<file path="src/rtl/ahb_arbiter.sv">
// AHB-lite multi-master arbiter: round-robin grant switched only on transfer/burst boundaries.
// Define AHB_ARB_FIXED_PRIO_EN to replace round-robin with fixed priority (master 0 highest).
module ahb_arbiter #(
    parameter int mst_c  = 2,
    parameter int park_m = 0
) (
    input  logic                   hclk,
    input  logic                   hresetn,
    input  logic [mst_c-1:0][31:0] haddr_m,
    input  logic [mst_c-1:0][31:0] hwdata_m,
    input  logic [mst_c-1:0]       hwrite_m,
    input  logic [mst_c-1:0][1:0]  htrans_m,
    input  logic [mst_c-1:0][2:0]  hsize_m,
    input  logic [mst_c-1:0][2:0]  hburst_m,
    output logic [mst_c-1:0][31:0] hrdata_m,
    output logic [mst_c-1:0][1:0]  hresp_m,
    output logic [mst_c-1:0]       hready_m,
    output logic [31:0]            haddr,
    output logic [31:0]            hwdata,
    output logic                   hwrite,
    output logic [1:0]             htrans,
    output logic [2:0]             hsize,
    output logic [2:0]             hburst,
    input  logic [31:0]            hrdata,
    input  logic [1:0]             hresp,
    input  logic                   hready,
    output logic [mst_c-1:0]       grant
);
    localparam int IDX_W = (mst_c > 1) ? $clog2(mst_c) : 1;
    localparam logic [IDX_W-1:0] PARK_IDX = IDX_W'(park_m);

    localparam logic [1:0] TR_IDLE   = 2'b00;
    localparam logic [1:0] TR_BUSY   = 2'b01;
    localparam logic [1:0] TR_NONSEQ = 2'b10;
    localparam logic [1:0] TR_SEQ    = 2'b11;
    localparam logic [2:0] BU_SINGLE = 3'b000;
    localparam logic [2:0] BU_INCR   = 3'b001;

    typedef enum logic [1:0] {ARB, BURST, BURST_U} state_e;

    state_e           state_q, state_d;
    logic [IDX_W-1:0] grant_q, grant_d;
    logic [IDX_W-1:0] dph_q, dph_d;
    logic             dph_vld_q, dph_vld_d;
    logic [3:0]       beat_cnt_q, beat_cnt_d;
    logic [mst_c-1:0] req;
    logic [IDX_W-1:0] pick;
    logic [1:0]       own_trans;
    logic [2:0]       own_burst;
    logic             arb;

    // Remaining beats after the NONSEQ beat: 4-, 8- or 16-beat bursts.
    function automatic logic [3:0] burst_last(input logic [1:0] len_code);
        case (len_code)
            2'b01:   return 4'd3;
            2'b10:   return 4'd7;
            default: return 4'd15;
        endcase
    endfunction

    always_comb begin
        for (int i = 0; i < mst_c; i++) req[i] = (htrans_m[i] == TR_NONSEQ);
    end

    assign own_trans = htrans_m[grant_q];
    assign own_burst = hburst_m[grant_q];

`ifdef AHB_ARB_FIXED_PRIO_EN
    always_comb begin
        pick = PARK_IDX;
        for (int i = mst_c - 1; i >= 0; i--) begin
            if (req[i]) pick = IDX_W'(i);
        end
    end
`else
    logic [IDX_W-1:0] rr_ptr_q, rr_ptr_d;
    logic [IDX_W-1:0] cand;
    logic             found;

    always_comb begin
        pick  = PARK_IDX;
        cand  = '0;
        found = 1'b0;
        for (int k = 0; k < mst_c; k++) begin
            cand = IDX_W'((int'(rr_ptr_q) + k) % mst_c);
            if (!found && req[cand]) begin
                pick  = cand;
                found = 1'b1;
            end
        end
    end

    always_comb begin
        rr_ptr_d = rr_ptr_q;
        if (grant_d != grant_q) rr_ptr_d = IDX_W'((int'(grant_d) + 1) % mst_c);
    end

    always_ff @(posedge hclk or negedge hresetn) begin
        if (!hresetn) rr_ptr_q <= IDX_W'((park_m + 1) % mst_c);
        else          rr_ptr_q <= rr_ptr_d;
    end
`endif

    // NOTE: every always_comb target gets a default first, so no path leaves a latch.
    always_comb begin
        state_d    = state_q;
        grant_d    = grant_q;
        dph_d      = dph_q;
        dph_vld_d  = dph_vld_q;
        beat_cnt_d = beat_cnt_q;
        arb        = 1'b0;
        if (hready) begin
            dph_d     = grant_q;
            dph_vld_d = own_trans[1];
            case (state_q)
                BURST: begin
                    if (own_trans == TR_SEQ && beat_cnt_q > 4'd1) begin
                        beat_cnt_d = beat_cnt_q - 4'd1;
                    end else if (own_trans != TR_BUSY) begin
                        beat_cnt_d = '0;
                        arb        = 1'b1;
                    end
                end
                BURST_U: arb = (own_trans == TR_IDLE) || (own_trans == TR_NONSEQ);
                default: arb = 1'b1;
            endcase
            // A boundary edge re-arbitrates immediately, so the owner's new NONSEQ can lock again.
            if (arb) begin
                state_d = ARB;
                if (own_trans == TR_NONSEQ && own_burst != BU_SINGLE) begin
                    if (own_burst == BU_INCR) begin
                        state_d = BURST_U;
                    end else begin
                        state_d    = BURST;
                        beat_cnt_d = burst_last(own_burst[2:1]);
                    end
                end else begin
                    grant_d = pick;
                end
            end
        end
    end

    // NOTE: state flops use non-blocking assignments so all of them update from pre-edge values.
    always_ff @(posedge hclk or negedge hresetn) begin
        if (!hresetn) begin
            state_q    <= ARB;
            grant_q    <= PARK_IDX;
            dph_q      <= PARK_IDX;
            dph_vld_q  <= 1'b0;
            beat_cnt_q <= '0;
        end else begin
            state_q    <= state_d;
            grant_q    <= grant_d;
            dph_q      <= dph_d;
            dph_vld_q  <= dph_vld_d;
            beat_cnt_q <= beat_cnt_d;
        end
    end

    assign haddr    = haddr_m[grant_q];
    assign hwrite   = hwrite_m[grant_q];
    assign htrans   = own_trans;
    assign hsize    = hsize_m[grant_q];
    assign hburst   = own_burst;
    assign hwdata   = hwdata_m[dph_q];
    assign hrdata_m = {mst_c{hrdata}};

    always_comb begin
        hready_m = '1;
        hresp_m  = '0;
        grant    = '0;
        grant[grant_q] = 1'b1;
        for (int i = 0; i < mst_c; i++) begin
            if (IDX_W'(i) == grant_q || (dph_vld_q && IDX_W'(i) == dph_q)) hready_m[i] = hready;
            else if (req[i])                                               hready_m[i] = 1'b0;
            if (dph_vld_q && IDX_W'(i) == dph_q) hresp_m[i] = hresp;
        end
    end
endmodule

</file>
<file path="config.mk">
export PLATFORM = sky130hd
export DESIGN_NAME = ahb_arbiter
export DESIGN_NICKNAME = d
export VERILOG_FILES = /design/src/rtl/ahb_arbiter.sv
export SDC_FILE = /design/constraint.sdc
export NUM_CORES = 1
export LEC_CHECK = 0
export ABC_AREA = 1
export BUFFER_PORTS_ARGS = -buffer_cell sky130_fd_sc_hd__buf_4
export CAP_MARGIN = 20
export CORE_AREA = 3 3 128 130
export DETAILED_ROUTE_END_ITERATION = 8
export DIE_AREA = 0 0 131 133
export HOLD_SLACK_MARGIN = 0.12
export PLACE_DENSITY = 0.42
export SYNTH_ARGS = -nofsm -noshare
export SYNTH_HDL_FRONTEND = slang
export SYNTH_SLANG_ARGS = --single-unit
</file>
<file path="constraint.sdc">
create_clock -name hclk -period 1.4 [get_ports hclk]
set_input_delay 0.21 -clock hclk [delete_from_list [all_inputs] [get_ports hclk]]
set_output_delay 0.21 -clock hclk [all_outputs]
set_load 0.005 [all_outputs]
</file>
==> results.json, run 1 <==
{
  "cpLargestDelayFamily": "buffers and inverters",
  "p_per_area_nw_per_um2": 1650,
  "ys_warn_count": 0,
  "cts_tree": "built",
  "syn_avg_cell_area_sq_um": 5.28,
  "cp.required_ns": 1.19,
  "io_pins": 328,
  "globalplace.congestion": 0.768,
  "antenna_found_initial": 0,
  "synth_compound_area_share_pct": 3.96,
  "final_nets": 812,
  "wl_per_cell_microns": 14.2,
  "dp_hpwl_microns": 8550,
  "ir_drop_v": 0.000487,
  "relSlewSlack_pct": 80.3,
  "start_util_pct": 14.5,
  "worstHoldPathCells": 2,
  "power_leakage_nw": 2.88,
  "min_from": "hready",
  "synth_edf_count": 0,
  "r2r_end": "beat_cnt_q[2]",
  "die_area_sq_um": 17400,
  "reg2reg_depth": 13,
  "clk_latency_ns": 0.24,
  "track_usage_pct": 12.4,
  "via_count": 3221,
  "drc_errors": 0,
  "diodes": 0,
  "die_h_microns": 133,
  "crit_chain": "buf_6 > clkinv_8 > buf_8 > buf_16 > nand2_4 > nand2_2 > buf_6",
  "worst_clock_skew_ns": 0.00237,
  "area_growth_pct": 133,
  "fp.dieW_microns": 131,
  "synth_cell_type_count": 31,
  "synth_fa_ha_area_share_pct": 2.83,
  "fmax_mhz": 633,
  "wl_microns": 11900,
  "grt_first_pass_wirelength_microns": 17100,
  "drt_iter0_markers": 136,
  "overflow": 0,
  "rrSetupSlack_ns": -0.16,
  "ant_nets": 0,
  "first_pass_iters": 4,
  "worst_slack_ns": -0.179,
  "ys_ff_latch": 10,
  "clk_pin_slew_ns": 0.04,
  "final_layout_size_suffix_gt1_share_pct": 66.6,
  "critPathMaxStageDelay_ns": 0.37,
  "numClockSinks": 10,
  "end_kind": "output port",
  "syn_inst": 419,
  "numCtsBuffers": 3,
  "synth_top_family_by_area": "simple AND/OR/NAND/NOR gates",
  "failed_checks": "setup timing",
  "hold-path-endpoint": "dph_q",
  "hold_violations": 0,
  "portBuffers": 231,
  "synth_flop_cell": "dfrtp_1",
  "root_buffer": "clkbuf_16",
  "setup-violations-final": 86,
  "synthArstFlopShare_pct": 100,
  "via_per_inst": 3.86,
  "slowest_stage": "dfrtp_1",
  "cap_viol_max_count": 0,
  "finalSetupTns_ns": -11.79,
  "maxSlewViolCount": 0,
  "synthSimpleGateAreaFrac_pct": 50.8,
  "stdcell_count": 834,
  "setup.worst_path.class": "flip-flop to output port",
  "numPlacedInstances": 802,
  "status": "finished, violations left",
  "grt_pass1_vias": 3265,
  "startpoint_type": "flip-flop",
  "crit_arrival_ns": 1.37,
  "hold_path_class": "input pin to flip-flop",
  "cts_max_level": 1,
  "core_sq_um": 15300,
  "post-place-ws_ns": -0.127,
  "fin_crit_ns": 1.58,
  "cpMostUsedCell": "buf_6",
  "path_buf_inv": 5,
  "rsz0062_at_grt": "true",
  "critPathMaxFanout": 8,
  "clk_path_buf_depth": 2,
  "rows": 45,
  "max_slew.worst_pin.slew_ns": 0.295,
  "synthMuxAreaShare_pct": 0,
  "synth_nets": 607,
  "finalCritPeriodShare_pct": 113,
  "synth_xor_area_share_pct": 0.396,
  "seq_area_frac_synth_pct": 11.4,
  "grt_max_degree": 23,
  "synth_area_sq_um": 2210
}
cell type report:
class	instances	area, sq um
flip-flops and latches	10	253
repair buffers	282	2550
inverters	29	136
well taps	211	264
clock buffers	4	78.8
fillers	1626	10100
multi-input cells	298	1860
where the power goes:
part	switching [W]	internal [W]
Sequential	0.000114	0.000430
Combinational	0.00346	0.00397
Clock	0.000148	0.000383
Total	0.00372	0.00478
through the flow:
stage          hold slack (ns)  total power, W  instance area, sq um  utilization (%)
6_report                 0.279         0.00850                  5140             33.7
5_1_grt                  0.294         0.00918                  5140             33.7
4_1_cts                  0.263         0.00769                  4630             30.4
3_5_place_dp            0.0587         0.00535                  3850             25.2
3_3_place_gp            0.0566         0.00533                  3850             25.2
2_1_floorplan          -0.0856         0.00287                  2210                -
per-layer routing:
metal / GRT usage, % / part of all wire (%) / up-vias
met4: 3.03 / 2.1 / 0
met5: 0 / 0 / -
met1: 15.6 / 37 / 1465
met3: 3.51 / 8.3 / 19
li1: - / - / 1602
met2: 20.8 / 52 / 135
layout by cell type, fill, tap and decap left out, types with 3 or more instances in the layout:
cell type  Yosys  layout
buf_4         65     219
nand2_1      238     142
nand2_2        6      54
nand2_4        4      50
buf_6          1      43
inv_1         25      22
buf_12         0      11
nand3_1       11       8
dfrtp_1        9       8
nor2_1        11       7
o21ai_0        6       5
buf_16         0       5
ha_1           5       4
clkbuf_16      0       4
inv_4          0       3
nor2_4         1       3
nand3_2        1       3
cell usage after synthesis (4+ instances only):
master	instances	area, sq um
clkbuf_1	15	56.3
dfrtp_1	9	225
buf_4	65	488
nand3_1	11	55.1
nand2_1	238	893
o21ai_0	6	30.0
ha_1	5	62.6
inv_1	25	93.8
nand2_2	6	37.5
nand2_4	4	45.0
nor2_1	11	41.3
registers in the layout, summed over array words and instances, names as in the netlist, named ones only:
| name | flops |
|---|---|
| beat_cnt_q | 4 |
| rr_ptr_q | 1 |
| state_q | 2 |
| dph_vld_q | 1 |
| dph_q | 1 |
worst max path at each step:
stage	from	to	slack, ns	depth (start not counted)
2_1_floorplan	flip-flop	beat_cnt_q[3]	0.003	9
3_3_place_gp	flip-flop	rr_ptr_q	-0.12	12
3_5_place_dp	beat_cnt_q[0]	beat_cnt_q[0]	-0.13	12
4_1_cts	flip-flop	haddr[10]	-0.24	8
5_1_grt	flip-flop	rr_ptr_q	-0.29	13
6_report	dph_q	hwdata[2]	-0.18	7
cells by family (layout without fill, tap and decap cells):
logic type | after synthesis | after routing
buffers and inverters | 111 | 315
AO/OA/AOI/OAI | 15 | 15
AND/OR/NAND/NOR | 277 | 277
XOR/XNOR | 1 | 1
flip-flops | 10 | 10
adder cells (fa/ha/maj) | 5 | 5
what timing repair did:
| action | 4_1_cts | 5_1_grt |
|---|---|---|
| gates resized for setup | 109 | 136 |
| setup endpoints to repair | 85 | 88 |
| cloned | 8 | 1 |
| pin swaps | 15 | 36 |
| buffers inserted | 14 | 8 |
| hold endpoints to repair | 10 | 0 |
| hold buffers | 1 | 0 |
Note: power is estimated with default switching activity, not from simulation.
==> inputs of run 2 (changes only) <==
--- a/config.mk
+++ b/config.mk
@@ -16,3 +16,4 @@
 export SYNTH_ARGS = -nofsm -noshare
 export SYNTH_HDL_FRONTEND = slang
 export SYNTH_SLANG_ARGS = --single-unit
+export TNS_END_PERCENT = 20
==> run 2 against run 1 <==
The run still ends with setup timing left. Die area stayed put. Register-to-register slack worse by 0.02 ns. Utilization is 4.2 points lower. First-iteration DRC count is 5.9% lower. Via count is 3.2% lower. Sequential power is 0.7% lower. Critical endpoint is now beat_cnt_q[3]. Largest power group unchanged.
==> results.json, run 2 (same netlist as run 1, synthesis figures left out) <==
{
  "numCtsBuffers": 3,
  "via_count": 3117,
  "worst_slack_ns": -0.175,
  "numClockSinks": 10,
  "area_growth_pct": 103,
  "critPathMaxFanout": 5,
  "fmax_mhz": 635,
  "failed_checks": "setup timing",
  "regMostFlops": "beat_cnt_q",
  "grt_first_pass_wirelength_microns": 15600,
  "ir_drop_v": 0.000484,
  "pwr-share-seq_pct": 7.4,
  "diodes": 0,
  "final_layout_size_suffix_gt1_share_pct": 57.9,
  "hold_violations": 0,
  "status": "finished, violations left",
  "finalSetupTns_ns": -7.27,
  "core_sq_um": 15300,
  "p_sw_share_pct": 44.9,
  "root_buffer": "clkbuf_16",
  "largest_reg_flops": 4,
  "first_pass_iters": 4,
  "final_area_sq_um": 4500,
  "clk_path_buf_depth": 2,
  "grt_pass1_vias": 3088,
  "wl_per_cell_microns": 13.1,
  "clk_latency_ns": 0.24,
  "final_util_pct": 29.5,
  "track_usage_pct": 11.2,
  "cts_max_level": 1,
  "maxSlewViolCount": 0,
  "setup.worst_path.class": "flip-flop to flip-flop",
  "worst_clock_skew_ns": 0.00327,
  "clk_pin_slew_ns": 0.04,
  "wl_microns": 10700,
  "dp_hpwl_microns": 8550,
  "hold_path_class": "input pin to flip-flop",
  "numPlacedInstances": 802,
  "max_slew.worst_pin.slew_ns": 0.232,
  "drt_iter0_markers": 128,
  "portBuffers": 231,
  "grt_max_degree": 34,
  "power_switching_w": 0.00326,
  "overflow": 0,
  "power_leakage_nw": 2.58,
  "clkPwrFrac_pct": 7.2,
  "die_area_sq_um": 17400,
  "via_per_inst": 3.82,
  "antenna_found_initial": 0,
  "final_nets": 795,
  "cts_tree": "built",
  "fp.dieW_microns": 131,
  "p_per_area_nw_per_um2": 1620,
  "rsz0062_at_grt": "true",
  "drt-met1-wl_microns": 3970,
  "start_util_pct": 14.5,
  "wl_met2_microns": 5620,
  "setup-violations-final": 53,
  "relSlewSlack_pct": 84.4,
  "reg.largest.list": "beat_cnt_q x4, state_q x2",
  "end_kind": "flip-flop",
  "layout_common_cells": "buf_4 (238), nand2_1 (186), nand2_2 (44)",
  "top_layer": "met4",
  "startpoint_type": "flip-flop",
  "cap_viol_max_count": 0,
  "crit_arrival_ns": 1.70,
  "io_pins": 328,
  "p_int_w": 0.00401,
  "finalCritPeriodShare_pct": 113,
  "drc_errors": 0,
  "die_h_microns": 133,
  "fin_crit_ns": 1.58,
  "fillCellCount": 1685,
  "place_area_sq_um": 3850,
  "rows": 45,
  "globalplace.congestion": 0.768,
  "power.total_w": 0.00728,
  "layout_commonest_cell": "buf_4",
  "ant_nets": 0,
  "comb_power_share_pct": 85.3,
  "stdcell_count": 817,
  "wl_met3_microns": 930,
  "min_from": "hready",
  "cp.required_ns": 1.53
}
-- run 2: cell types whose count changed in the layout (fill, tap and decap cells not counted), moves of 3 or more --
cell / previous run / this run
buf_12: 11 / 7
buf_16: 5 / 0
buf_4: 219 / 238
buf_6: 43 / 16
inv_4: 3 / 0
nand2_1: 142 / 186
nand2_2: 54 / 44
nand2_4: 50 / 15
nand3_1: 8 / 5
nor2_1: 7 / 11
-- run 2: worst paths after layout --
path | to | slack, ns | depth (start not counted)
worst max register to register | beat_cnt_q[3] | -0.18 | 11
max in group asynchronous | rr_ptr_q | 0.82 | 2
min in group asynchronous | state_q[1] | 0.35 | 2
worst min-delay path | dph_q | 0.27 | 2
worst min register to register | rr_ptr_q | 0.47 | 2
worst max-delay path | beat_cnt_q[3] | -0.18 | 11
-- run 2: metrics by stage --
stage	worst slack [ns]	hold slack, ns
global route	-0.294	0.293
global placement	-0.123	0.0566
CTS	-0.241	0.268
finish	-0.175	0.274
detailed placement	-0.127	0.0587
floorplan	0.00344	-0.0856
-- run 2: routing by layer --
metal / up-vias / track usage [%]
met5: - / 0
met1: 1393 / 13.3
met3: 21 / 3.79
met4: 0 / 2.86
met2: 140 / 19.3
li1: 1563 / -
-- run 2: power by group through the flow --
| stage | combinational, W | clock (W) | sequential, W |
|---|---|---|---|
| 6_report | 0.00621 | 0.000527 | 0.000539 |
| 5_1_grt | 0.00679 | 0.000550 | 0.000555 |
| 4_1_cts | 0.00547 | 0.000538 | 0.000532 |
| 3_5_place_dp | 0.00482 | 0 | 0.000531 |
| 3_3_place_gp | 0.00481 | 0 | 0.000523 |
| 2_1_floorplan | 0.00237 | 0 | 0.000497 |
-- run 2: critical path, cell delays in order (launching register included) --
cell      delay (ns)
dfrtp_1         0.40
buf_12          0.15
clkinv_8        0.05
buf_8           0.11
nand2_8         0.05
nand2_8         0.09
inv_8           0.04
nor2_4          0.15
o21a_4          0.19
nand3b_1        0.09
nand3_1         0.08
nand2_1         0.05
-- run 2: timing repair --
| action | CTS | global route |
|---|---|---|
| pin swaps | 2 | 13 |
| endpoints found under the hold margin | 10 | 0 |
| hold buffers | 1 | 0 |
| cloned | 2 | 2 |
| gates resized for setup | 23 | 100 |
| endpoints found under the setup margin | 85 | 88 |
| buffers inserted | 4 | 4 |
-- run 2: final cells by class --
type,count,area [sq um],share of cell area [%]
timing repair buffer,265,2180,48.5
clock buffer,4,78.8,1.75
multi-input combinational,298,1590,35.3
sequential,10,251,5.59
tap,211,264,5.87
inverter,29,134,2.98
==> inputs of run 3 (changes only) <==
--- a/config.mk
+++ b/config.mk
@@ -11,8 +11,9 @@
 export CORE_AREA = 3 3 128 130
 export DETAILED_ROUTE_END_ITERATION = 8
 export DIE_AREA = 0 0 131 133
+export GPL_TIMING_DRIVEN = 1
 export HOLD_SLACK_MARGIN = 0.12
-export PLACE_DENSITY = 0.42
+export PLACE_DENSITY = 0.48
 export SYNTH_ARGS = -nofsm -noshare
 export SYNTH_HDL_FRONTEND = slang
 export SYNTH_SLANG_ARGS = --single-unit
==> run 3 against run 2 <==
The run still ends with setup timing left. Worst setup slack better by 0.038 ns. Utilization is 0.52 points higher. Maximum frequency is 2.4% higher. Register-to-register slack better by 0.04 ns. Clock-buffer cell count stayed put. Sequential share of layout area is 0.071 points lower. Clock skew is 0.0013 ns higher. Routed wire length is 1.7% lower. Final cell count is 1.2% higher. Combinational power is 3.9% higher. Sequential power is 3% higher. Critical endpoint is now beat_cnt_q[1].
==> results.json, run 3 (same netlist as run 1, synthesis figures left out) <==
{
  "hold_path_class": "input pin to flip-flop",
  "rrSetupSlack_ns": -0.14,
  "fin_crit_ns": 1.54,
  "numPlacedInstances": 805,
  "cpMostUsedCell": "nand2_4",
  "diodes": 0,
  "final_nets": 805,
  "grt_max_degree": 34,
  "final_layout_size_suffix_gt1_share_pct": 57.5,
  "drc_errors": 0,
  "crit_chain": "inv_8 > buf_6 > nand2_4 > nand2_4 > inv_4 > nor2_4 > o21a_4 > buf_4 > nand2_4 > o211ai_1",
  "whs_ns": 0.280,
  "finalCritPeriodShare_pct": 110,
  "setup-violations-final": 53,
  "max_slew.worst_pin.slew_ns": 0.223,
  "overflow": 0,
  "cp.required_ns": 1.54,
  "cts_max_level": 1,
  "r2r_end": "beat_cnt_q[1]",
  "numClockSinks": 10,
  "start_util_pct": 14.5,
  "rows": 45,
  "numCtsBuffers": 3,
  "wl_microns": 10500,
  "power_leakage_nw": 2.62,
  "via_per_inst": 3.68,
  "track_usage_pct": 11.2,
  "first_pass_iters": 4,
  "worst_slack_ns": -0.137,
  "die_area_sq_um": 17400,
  "cts_tree": "built",
  "cap_viol_max_count": 0,
  "clk_pin_slew_ns": 0.04,
  "ant_nets": 0,
  "regMostFlops": "beat_cnt_q",
  "grt_pass1_vias": 3073,
  "relSlewSlack_pct": 85.1,
  "die_h_microns": 133,
  "critPathMaxFanout": 5,
  "ir_drop_v": 0.000567,
  "status": "finished, violations left",
  "setup.worst_path.class": "flip-flop to flip-flop",
  "critPathMaxStageDelay_ns": 0.47,
  "slowest_stage": "dfrtp_2",
  "cpLargestDelayFamily": "flip-flops",
  "antenna_found_initial": 0,
  "crit_cells": 10,
  "hold_violations": 0,
  "startpoint_type": "flip-flop",
  "crit_arrival_ns": 1.68,
  "worstHoldPathCells": 2,
  "io_pins": 328,
  "worst_clock_skew_ns": 0.00457,
  "reg2reg_depth": 10,
  "dp_hpwl_microns": 8460,
  "min_from": "hready",
  "maxSlewViolCount": 0,
  "p_per_area_nw_per_um2": 1660,
  "drt_iter0_markers": 81,
  "core_sq_um": 15300,
  "path_buf_inv": 4,
  "root_buffer": "clkbuf_16",
  "clk_path_buf_depth": 2,
  "via_count": 3042,
  "largest_reg_flops": 4,
  "area_growth_pct": 107,
  "portBuffers": 231,
  "failed_checks": "setup timing",
  "fp.dieW_microns": 131,
  "wl_per_cell_microns": 12.7,
  "rsz0062_at_grt": "true",
  "globalplace.congestion": 0.828,
  "clk_latency_ns": 0.24,
  "grt_first_pass_wirelength_microns": 15600,
  "fmax_mhz": 650,
  "layout_common_cells": "buf_4 (240), nand2_1 (199), nand2_2 (32)",
  "end_kind": "flip-flop",
  "layout_commonest_cell": "buf_4",
  "hold-path-endpoint": "dph_q",
  "stdcell_count": 827,
  "reg.largest.list": "beat_cnt_q x4, state_q x2"
}
-- run 3: cell count changes in the layout (fill, tap and decap cells not counted), moves of 3 or more --
cell and change:
nor2_2 +3, nand3_2 -3, inv_4 +3, nand3_1 +4, buf_16 +3, nand2_8 -3
buf_6 +7, nand2_1 +13, nor2_1 -3, nand2_2 -12
-- run 3: where the power goes --
group | internal (W) | leakage [nW] | switching, W
Combinational | 0.00348 | 2.46 | 0.00297
Clock | 0.000430 | 0.0442 | 0.000140
Sequential | 0.000431 | 0.120 | 0.000122
-- run 3: worst max path at each step --
stage,startpoint,end,slack (ns)
after floorplan,flip-flop,beat_cnt_q[3],0.003
after global placement,flip-flop,beat_cnt_q[3],-0.07
after detailed placement,beat_cnt_q[0],beat_cnt_q[1],-0.11
after CTS,flip-flop,hburst[0],-0.14
after global routing,flip-flop,beat_cnt_q[1],-0.21
final,flip-flop,beat_cnt_q[1],-0.14
-- run 3: area by class of cell --
type	count	area, sq um
multi-input combinational	298	1530
inverter	29	129
sequential	10	253
tap	211	264
clock buffer	4	88.8
timing repair buffer	275	2310
fill	1675	10700
-- run 3: what timing repair did --
item,CTS,global route
setup endpoints to repair,85,88
hold buffers,1,0
buffers inserted,9,4
pin swaps,19,12
resized for setup,77,32
gates cloned,3,1
hold endpoints to repair,10,0
-- run 3: per-stage QoR --
step                setup slack [ns]  setup TNS, ns  power (W)  util [%]  area, sq um
CTS                           -0.136          -5.72    0.00722      28.8         4400
floorplan                    0.00344              0    0.00287         -         2210
global placement             -0.0739         -0.344    0.00553      25.5         3900
finish                        -0.137          -5.11    0.00758      30.0         4580
global route                  -0.209          -9.85    0.00825      30.0         4580
detailed placement            -0.108         -0.552    0.00548      25.5         3900
-- run 3: worst register-to-register path, cell delays in order (launching register included) --
cell	delay, ns
dfrtp_2	0.47
inv_8	0.10
buf_6	0.11
nand2_4	0.05
nand2_4	0.08
inv_4	0.06
nor2_4	0.15
o21a_4	0.17
buf_4	0.12
nand2_4	0.06
o211ai_1	0.09
-- run 3: layer usage --
layer / up-vias / global-route usage (%) / wire (microns)
met1: 1309 / 12.7 / 3970
li1: 1586 / - / -
met4: 0 / 3.37 / 288
met2: 119 / 19.6 / 5350
met3: 28 / 3.63 / 921
met5: - / 0 / 0
